==> src/rtl/alu_pkg.sv <==
// Shared definitions for the sequenced ALU: default widths, opcodes, FSM
// state encodings and flag bit positions.
package alu_pkg;

  localparam int unsigned ALU_W   = 16;
  localparam int unsigned ALU_SHW = 4;
  localparam int unsigned OPW     = 3;
  localparam int unsigned FLW     = 4;

  // Flag vector layout {Z,N,C,V}
  localparam int unsigned FLG_Z = 3;
  localparam int unsigned FLG_N = 2;
  localparam int unsigned FLG_C = 1;
  localparam int unsigned FLG_V = 0;

  typedef enum logic [OPW-1:0] {
    OP_ADD = 3'd0,
    OP_SUB = 3'd1,
    OP_AND = 3'd2,
    OP_OR  = 3'd3,
    OP_XOR = 3'd4,
    OP_SHL = 3'd5,
    OP_SHR = 3'd6,
    OP_RSV = 3'd7
  } op_e;

  // FSM encodings kept as plain constants for compatibility with older tooling
  typedef logic [1:0] state_t;
  localparam state_t ST_IDLE  = 2'd0;
  localparam state_t ST_EXEC  = 2'd1;
  localparam state_t ST_SHIFT = 2'd2;
  localparam state_t ST_DONE  = 2'd3;

endpackage

==> src/rtl/alu_flag_unit.sv <==
// Combinational status-flag generator shared by single-cycle and shift ops.
// Ports:
//   result  - W-bit result of the completing op
//   carry   - carry/borrow/last-shifted-out bit
//   ovf     - signed overflow
//   clr     - force all flags to zero (reserved opcode)
//   flags_c - {Z,N,C,V}
module alu_flag_unit
  import alu_pkg::*;
#(
  parameter int unsigned W = ALU_W
) (
  input  logic [W-1:0]   result,
  input  logic           carry,
  input  logic           ovf,
  input  logic           clr,
  output logic [FLW-1:0] flags_c
);

  always_comb begin
    flags_c = '0;
    if (!clr) begin
      flags_c[FLG_Z] = (result == '0);
      flags_c[FLG_N] = result[W-1];
      flags_c[FLG_C] = carry;
      flags_c[FLG_V] = ovf;
    end
  end

endmodule

==> src/rtl/alu_seq_ctrl.sv <==
// Sequencing controller for the 16-bit ALU: accepts one op over a valid/ready
// request channel, executes it in one cycle (or iteratively for shifts),
// and returns a registered result and flags over a valid/ready response.
// Ports:
//   clk, rst_n              - clock, async active-low reset
//   req_valid/req_ready     - request handshake
//   req_op, req_a, req_b    - opcode and operands (B[SHW-1:0] = shift amount)
//   rsp_valid/rsp_ready     - response handshake
//   rsp_result, rsp_err     - registered result, reserved-opcode indication
//   flags                   - {Z,N,C,V} of last completed op
//   busy                    - controller not idle
module alu_seq_ctrl
  import alu_pkg::*;
#(
  parameter int unsigned W   = ALU_W,
  parameter int unsigned SHW = ALU_SHW
) (
  input  logic           clk,
  input  logic           rst_n,
  input  logic           req_valid,
  output logic           req_ready,
  input  logic [OPW-1:0] req_op,
  input  logic [W-1:0]   req_a,
  input  logic [W-1:0]   req_b,
  output logic           rsp_valid,
  input  logic           rsp_ready,
  output logic [W-1:0]   rsp_result,
  output logic           rsp_err,
  output logic [FLW-1:0] flags,
  output logic           busy
);

  state_t         state_q, state_d;
  op_e            op_q;
  logic [W-1:0]   a_q, b_q, acc_q;
  logic [SHW-1:0] cnt_q;
  logic           sh_c_q;

  logic [W:0]     sum_w, dif_w;
  logic [W-1:0]   ex_res, fin_res;
  logic           ex_c, ex_v, ex_clr;
  logic           fin_c, fin_v, fin_clr, fin_err;
  logic [FLW-1:0] fin_flags_c;
  logic           accept_c, load_done_c;

  assign accept_c    = (state_q == ST_IDLE) && req_valid;
  assign load_done_c = (state_q != ST_DONE) && (state_d == ST_DONE);

  // State register
  always_ff @(posedge clk or negedge rst_n) begin
    if (!rst_n) state_q <= ST_IDLE;
    else        state_q <= state_d;
  end

  // Next-state logic
  always_comb begin
    state_d = state_q;
    case (state_q)
      ST_IDLE: begin
        if (req_valid) begin
          if (req_op == OP_SHL || req_op == OP_SHR) state_d = ST_SHIFT;
          else                                      state_d = ST_EXEC;
        end
      end
      ST_EXEC:  state_d = ST_DONE;
      ST_SHIFT: if (cnt_q == '0) state_d = ST_DONE;
      ST_DONE:  if (rsp_ready) state_d = ST_IDLE;
      default:  state_d = ST_IDLE;
    endcase
  end

  // Operand capture and iterative shifter; shifts one bit per SHIFT cycle
  always_ff @(posedge clk or negedge rst_n) begin
    if (!rst_n) begin
      op_q   <= OP_ADD;
      a_q    <= '0;
      b_q    <= '0;
      acc_q  <= '0;
      cnt_q  <= '0;
      sh_c_q <= 1'b0;
    end else if (accept_c) begin
      op_q   <= op_e'(req_op);
      a_q    <= req_a;
      b_q    <= req_b;
      acc_q  <= req_a;
      cnt_q  <= req_b[SHW-1:0];
      sh_c_q <= 1'b0;
    end else if (state_q == ST_SHIFT && cnt_q != '0) begin
      cnt_q <= cnt_q - SHW'(1);
      if (op_q == OP_SHL) begin
        acc_q  <= {acc_q[W-2:0], 1'b0};
        sh_c_q <= acc_q[W-1];
      end else begin
        acc_q  <= {1'b0, acc_q[W-1:1]};
        sh_c_q <= acc_q[0];
      end
    end
  end

  // Single-cycle ALU; carry and borrow come from the W+1-bit sum/difference
  always_comb begin
    sum_w  = {1'b0, a_q} + {1'b0, b_q};
    dif_w  = {1'b0, a_q} - {1'b0, b_q};
    ex_res = '0;
    ex_c   = 1'b0;
    ex_v   = 1'b0;
    ex_clr = 1'b0;
    case (op_q)
      OP_ADD: begin
        ex_res = sum_w[W-1:0];
        ex_c   = sum_w[W];
        ex_v   = (a_q[W-1] == b_q[W-1]) && (sum_w[W-1] != a_q[W-1]);
      end
      OP_SUB: begin
        ex_res = dif_w[W-1:0];
        ex_c   = dif_w[W];
        ex_v   = (a_q[W-1] != b_q[W-1]) && (dif_w[W-1] != a_q[W-1]);
      end
      OP_AND:  ex_res = a_q & b_q;
      OP_OR:   ex_res = a_q | b_q;
      OP_XOR:  ex_res = a_q ^ b_q;
      OP_RSV:  ex_clr = 1'b1;
      default: ex_res = '0;
    endcase
  end

  // Completion source: shift accumulator or single-cycle ALU
  always_comb begin
    fin_res = ex_res;
    fin_c   = ex_c;
    fin_v   = ex_v;
    fin_clr = ex_clr;
    fin_err = (state_q == ST_EXEC) && (op_q == OP_RSV);
    if (state_q == ST_SHIFT) begin
      fin_res = acc_q;
      fin_c   = sh_c_q;
      fin_v   = 1'b0;
      fin_clr = 1'b0;
    end
  end

  alu_flag_unit #(.W(W)) u_flags (
    .result  (fin_res),
    .carry   (fin_c),
    .ovf     (fin_v),
    .clr     (fin_clr),
    .flags_c (fin_flags_c)
  );

  // Registered outputs; result/flags load only on entry to DONE and persist
  always_ff @(posedge clk or negedge rst_n) begin
    if (!rst_n) begin
      req_ready  <= 1'b1;
      busy       <= 1'b0;
      rsp_valid  <= 1'b0;
      rsp_result <= '0;
      rsp_err    <= 1'b0;
      flags      <= '0;
    end else begin
      req_ready <= (state_d == ST_IDLE);
      busy      <= (state_d != ST_IDLE);
      rsp_valid <= (state_d == ST_DONE);
      if (load_done_c) begin
        rsp_result <= fin_res;
        rsp_err    <= fin_err;
        flags      <= fin_flags_c;
      end
    end
  end

endmodule

==> config.mk <==
export PLATFORM = sky130hd
export DESIGN_NAME = alu_seq_ctrl
export DESIGN_NICKNAME = d
export VERILOG_FILES = /design/src/rtl/alu_pkg.sv /design/src/rtl/alu_flag_unit.sv /design/src/rtl/alu_seq_ctrl.sv
export SDC_FILE = /design/constraint.sdc
export NUM_CORES = 1
export LEC_CHECK = 0
export ABC_AREA = 0
export BUFFER_PORTS_ARGS = -buffer_cell sky130_fd_sc_hd__buf_2
export CORE_UTILIZATION = 54
export DETAILED_ROUTE_END_ITERATION = 12
export PLACE_DENSITY_LB_ADDON = 0.3
export SLEW_MARGIN = 20
export SYNTH_ARGS = -nofsm -noshare
export SYNTH_HDL_FRONTEND = slang
export SYNTH_SLANG_ARGS = --single-unit
==> constraint.sdc <==
create_clock -name clk -period 3.2 [get_ports clk]
set_clock_uncertainty 0.15 [all_clocks]
set_input_delay 0.16 -clock clk [delete_from_list [all_inputs] [get_ports clk]]
set_output_delay 0.16 -clock clk [all_outputs]
set_load 0.01 [all_outputs]
==> Word-level counts from Yosys, hierarchy flattened <==
Index checks and enable logic that the tools add are counted.
Widths: inputs -> output; s select.
{ "classes": {"eq_ne": 17, "n_div": 0, "n_shift": 0, "mul": 0, "bitwise": 3, "order_cmp": 0, "mux": 22, "add_sub_neg": 3, "reduce_logical": 15} }
{ "op_table": {"columns": ["operator", "count"], "rows": [
  ["$pmux 16 s5", 1],
  ["$mux 16", 4],
  ["$add 16x16->17", 1],
  ["$sub 16x16->17", 1],
  ["$and 16x16->16", 1],
  ["$logic_not 16->1", 1],
  ["$or 16x16->16", 1],
  ["$xor 16x16->16", 1],
  ["$eq 3x3->1 const B", 5],
  ["$mux 4", 3],
  ["$mux 2", 4],
  ["$pmux 2 s4", 1],
  ["$mux 1", 7],
  ["$eq 2x2->1 const B", 3],
  ["$eq 3x2->1 const B", 2],
  ["$logic_and 1x1->1", 6],
  ["$logic_not 2->1", 2],
  ["$logic_not 4->1", 1],
  ["$pmux 1 s2", 2],
  ["$reduce_bool 2->1", 2],
  ["$reduce_bool 4->1", 1],
  ["$sub 4x1->4 const B", 1],
  ["$eq 3x1->1 const B", 1],
  ["$logic_not 3->1", 1],
  ["5 further kinds", 7]
]} }
{ "word_totals": {"ff_bits": 82, "ramBits": 0, "memories": 0, "latch_bits": 0, "romBits": 0} }

==> Depth between registers and ports, before layout <==
{ "logic_depth": {"word_depth": 7, "depth_mapped": 13} }

==> Modules after synthesis <==
A second synthesis with hierarchy kept.
{ "unflattened": {"hier_cells": 777, "hier_area_um2": 6386.1} }
{ "modules_own_cells": {"columns": ["module", "area_per_inst_um2", "instances", "seq_area_each_um2", "cells_each"], "rows": [
  ["alu_seq_ctrl", 6317.3, 1, 2053.2, 768],
  ["alu_flag_unit", 68.8, 1, 0.0, 9]
]} }

==> Worst setup path after synthesis <==
OpenSTA, ideal clock, no wires.
{ "synth_timing": {"path_type": "flip-flop to flip-flop", "startpoint": "reg a_q[7]", "endpoint": "reg flags[3]", "arrival_ns": 2.774, "slack_ns": 0.181, "stages_incl_launch_ff": 13, "setup_time_ns": 0.095, "t_required_ns": 2.955, "cell_sequence": "dfrtp_1 inv_1 ha_1 buf_6 or2_1 or4_4 o21bai_4 a21oi_1 a21oi_1 xnor2_1 a221oi_1 nand2b_1 o31ai_1"} }
{ "synth_between": {"elab_chain_len": 5, "word_cells_on_any_way": 9, "cone_classes": "add/sub: 2; mux: 3; bitwise: 3; reduce/logical: 1"} }
{ "synth_lines": {"columns": ["item", "line_no", "text"], "rows": [
  ["start: declaration", "alu_seq_ctrl.sv:35", "logic [W-1:0] a_q, b_q, acc_q;"],
  ["start signal: assignment", "alu_seq_ctrl.sv:83", "a_q <= req_a;"],
  ["$sub 16x16->17 (tied with other cells)", "alu_seq_ctrl.sv:103", "dif_w = {1'b0, a_q} - {1'b0, b_q};"],
  ["$pmux 16 s5 *", "alu_seq_ctrl.sv:108", "case (op_q)"],
  ["$mux 16 *", "alu_seq_ctrl.sv:134", "if (state_q == ST_SHIFT) begin"],
  ["$logic_not 16->1 *", "alu_flag_unit.sv:23", "flags_c[FLG_Z] = (result == '0);"],
  ["$mux 4 *", "alu_flag_unit.sv:22", "if (!clr) begin"],
  ["end signal: assignment", "alu_seq_ctrl.sv:166", "flags <= fin_flags_c;"],
  ["end: declaration", "alu_seq_ctrl.sv:29", "output logic [FLW-1:0] flags,"]
]} }
Every way passes the cells marked *; elsewhere a longest branch is shown, timed or not.
A chain may end at the register's enable or synchronous reset.

==> Worst setup path after layout <==
{ "layout_timing": {"startpoint": "reg a_q[8]", "endpoint": "reg flags[3]"} }
The elaborated chain is that of the path after synthesis.

==> results.sh <==
export IMPL_die_area_sq_um=11700
export IMPL_fmax_mhz=313
export IMPL_cp_start_kind="flop"
export IMPL_core_area_sq_um=10900
export IMPL_synth_top_area_share_pct=33.2
export IMPL_die_h_um=108
export IMPL_rsz0062_at_grt="true"
export IMPL_clock_latency_ns=0.36
export IMPL_fill_cells=860
export IMPL_synth_distinct_cells=75
export IMPL_synth_seq_cells=82
export IMPL_io_pins=63
export IMPL_path_max_fanout=4
export IMPL_async_flop_share_pct=100
export IMPL_grt_max_degree=83
export IMPL_area_delta_synth_final_pct=27.6
export IMPL_worst_pin_slew_ns=0.896
export IMPL_dp_hpwl_um=14200
export IMPL_grt_usage_pct=34.7
export IMPL_synth_area_per_cell_sq_um=8.06
export IMPL_synth_nets=852
export IMPL_postRouteWirelength_um=19900
export IMPL_avgViaCountPerCell=6.08
export IMPL_grt_pass1_wl_um=30800
export IMPL_cts_buffers=9
export IMPL_end_kind="flop"
export IMPL_num_vias=6296
export IMPL_critical_path_class="reg2reg"
export IMPL_synth_cells=758
export IMPL_synth_adder_area_share_pct=11.5
export IMPL_grt_ovfl_total=0
export IMPL_min_path_type="in2reg"
export IMPL_synth_xor_area_share_pct=2.01
export IMPL_fp_dieW_um=108
export IMPL_finalHoldViolCount=0
export IMPL_required_ns=3.31
export IMPL_drive_above_1_share_pct=21.8
export IMPL_nets=984
export IMPL_drt_antenna_violating_nets=0
export IMPL_outcome="completed"
export IMPL_fin_crit_ns=3.20
export IMPL_period_share_pct=100
export IMPL_fin_cells=1035
export IMPL_cts_tree="yes"
export IMPL_drtIter0Drc=539
export IMPL_dr_pass1_iters=5
export IMPL_cts_buffer_depth=2
export IMPL_place_area_sq_um=6870
export IMPL_finalSetupViolCount=0
export IMPL_wl_per_cell_um=19.2
export IMPL_core_rowCount=38
export IMPL_cts_max_level=3
export IMPL_dpl_cell_count=975
export IMPL_mappedNetlistArea_sq_um=6110
export IMPL_yosys_area_share_simple_pct=18.4
export IMPL_drc=0
export IMPL_synth_mux_area_share_pct=1.25
export IMPL_slew_headroom_pct=40.1
export IMPL_cts_root_buffer="clkbuf_16"
export IMPL_antenna_found_initial=0
export IMPL_cts_sinks=82
export IMPL_io_buffers=62
export IMPL_gp_congestion=0.947
export IMPL_synth_compound_area_share_pct=26.4
export IMPL_ys_flop_type="dfrtp_1"
export IMPL_synth_edf_count=0
export IMPL_antenna_cells=0
export IMPL_synth_top_family_by_area="compound AO/OA/AOI/OAI gates"
export IMPL_ys_top_cells_by_area="dfrtp_1 (33%), ha_1 (11%), nand2_1 (7.5%), o21ai_0 (5.8%), a21oi_1 (5.2%)"
export IMPL_synth_area_leader_cell="dfrtp_1"
export IMPL_slew_viol_final=0
export IMPL_utilization_pct=71.3
export IMPL_arrival_ns=3.31
export IMPL_start_util_pct=55.9
export IMPL_synth_seq_area_share_pct=33.6
export IMPL_cap_violations=0
export IMPL_fin_area_sq_um=7800
export IMPL_path_clk_slew_ns=0.06
export IMPL_synth_warnings=0
export IMPL_grt_pass1_vias=5948
-- sequential cells by signal, summed over array words and instances (netlist names) --
signal,cells
req_ready,1
op_q,3
rsp_result,16
state_q,2
b_q,16
cnt_q,4
sh_c_q,1
flags,4
busy,1
rsp_err,1
rsp_valid,1
a_q,16
acc_q,16
-- cell families (layout without fill, tap and decap cells) --
family / Yosys count / after routing
simple gates: 244 / 244
xor+xnor: 14 / 14
compound gates: 251 / 251
mux: 6 / 6
buf+inv: 106 / 243
fa+ha+maj: 55 / 55
flops: 82 / 82
-- what timing repair did --
| item | CTS | global route |
|---|---|---|
| resized for setup | 12 | 28 |
| hold buffers | 37 | 0 |
| hold endpoints to repair | 137 | 0 |
| setup endpoints to repair | 1 | 7 |
| pin swaps | 4 | 13 |
| buffers inserted | 1 | 6 |
-- stage by stage --
stage | TNS [ns] | hold slack [ns] | setup WS [ns]
finish | 0 | 0.0552 | 0.000851
global route | -0.476 | 0.0833 | -0.197
CTS | 0 | 0.0477 | 0.00673
detailed placement | -0.0949 | 0.224 | -0.0949
global placement | -0.0107 | 0.213 | -0.0107
floorplan | 0 | -0.286 | 0.181
-- layout make-up --
| type | instances | area [sq um] | area share (%) |
|---|---|---|---|
| multi-input combinational | 570 | 3840 | 49.3 |
| sequential | 82 | 2050 | 26.3 |
| timing repair buffer | 168 | 1200 | 15.5 |
| clock buffer | 12 | 246 | 3.16 |
| inverter | 59 | 221 | 2.84 |
| tap | 140 | 175 | 2.25 |
| clock inverter | 4 | 51.3 | 0.658 |
-- per-layer routing --
layer	vias to the layer above	track usage, %	share of wire (%)
met1	3016	48.1	43
met4	0	13.7	2.8
li1	2937	-	-
met3	42	4.46	7.7
met5	-	0	0
met2	301	54.8	46
-- worst max-delay path, stage by stage (launching register included) --
cell	delay, ns
dfrtp_1	0.37
buf_4	0.14
ha_1	0.24
a21o_1	0.19
a2111oi_1	0.45
buf_4	0.18
a31oi_1	0.17
a211oi_1	0.32
a21oi_1	0.09
xnor2_1	0.16
a221oi_2	0.28
nand2b_1	0.10
o31ai_1	0.26
-- synthesized netlist by cell type, drive strengths merged, types with 5 or more instances --
library cell	number
nand2	122
o21ai	84
dfrtp	81
a21oi	64
inv	59
ha	53
nor2	44
clkbuf	36
nor3	15
a31oi	12
buf	11
a22oi	10
nand3	10
nor2b	10
a211oi	9
xnor2	9
a221o	8
nand2b	8
a21o	7
o211ai	7
a221oi	6
a2111oi	5
and3	5
xor2	5
-- placed cells by master, fill, tap and decap left out, drive strengths merged, types with 3 or more instances in the layout --
cell type and count:
a211oi 9, a21oi 64, o21ai 84, mux2 3
nand3 10, o31ai 4, nand2b 8, xor2 5
xnor2 9, ha 53, dfrtp 81, clkbuf 12
nor2 44, and4 4, a21o 7, nor3 15
or3 3, nor2b 10, inv 59, o2111ai 3
a22oi 10, o211ai 7, nand4 4, nand2 122
a2111oi 5, a31oi 12, buf 131, nor4 4
and3 5, and2 3, or2 4, dlygate4sd3 37
nor3b 3, a221oi 6, a221o 8, o21bai 4
or4 3
-- path summary, 6_finish.rpt --
path,startpoint,endpoint,slack (ns),depth (start not counted)
setup / recovery,a_q[8],flags[3],0.0009,12
hold / removal,req_valid,op_q[1],0.06,4
setup reg to reg,a_q[8],flags[3],0.0009,12
hold reg to reg,rsp_result[11],rsp_result[11],0.33,2
max in group asynchronous,rst_n,a_q[11],2.10,2
min in group asynchronous,rst_n,busy,0.27,2
Power is not shown: default switching activity piles up to over one toggle a cycle in this logic, so the estimate is an artifact.
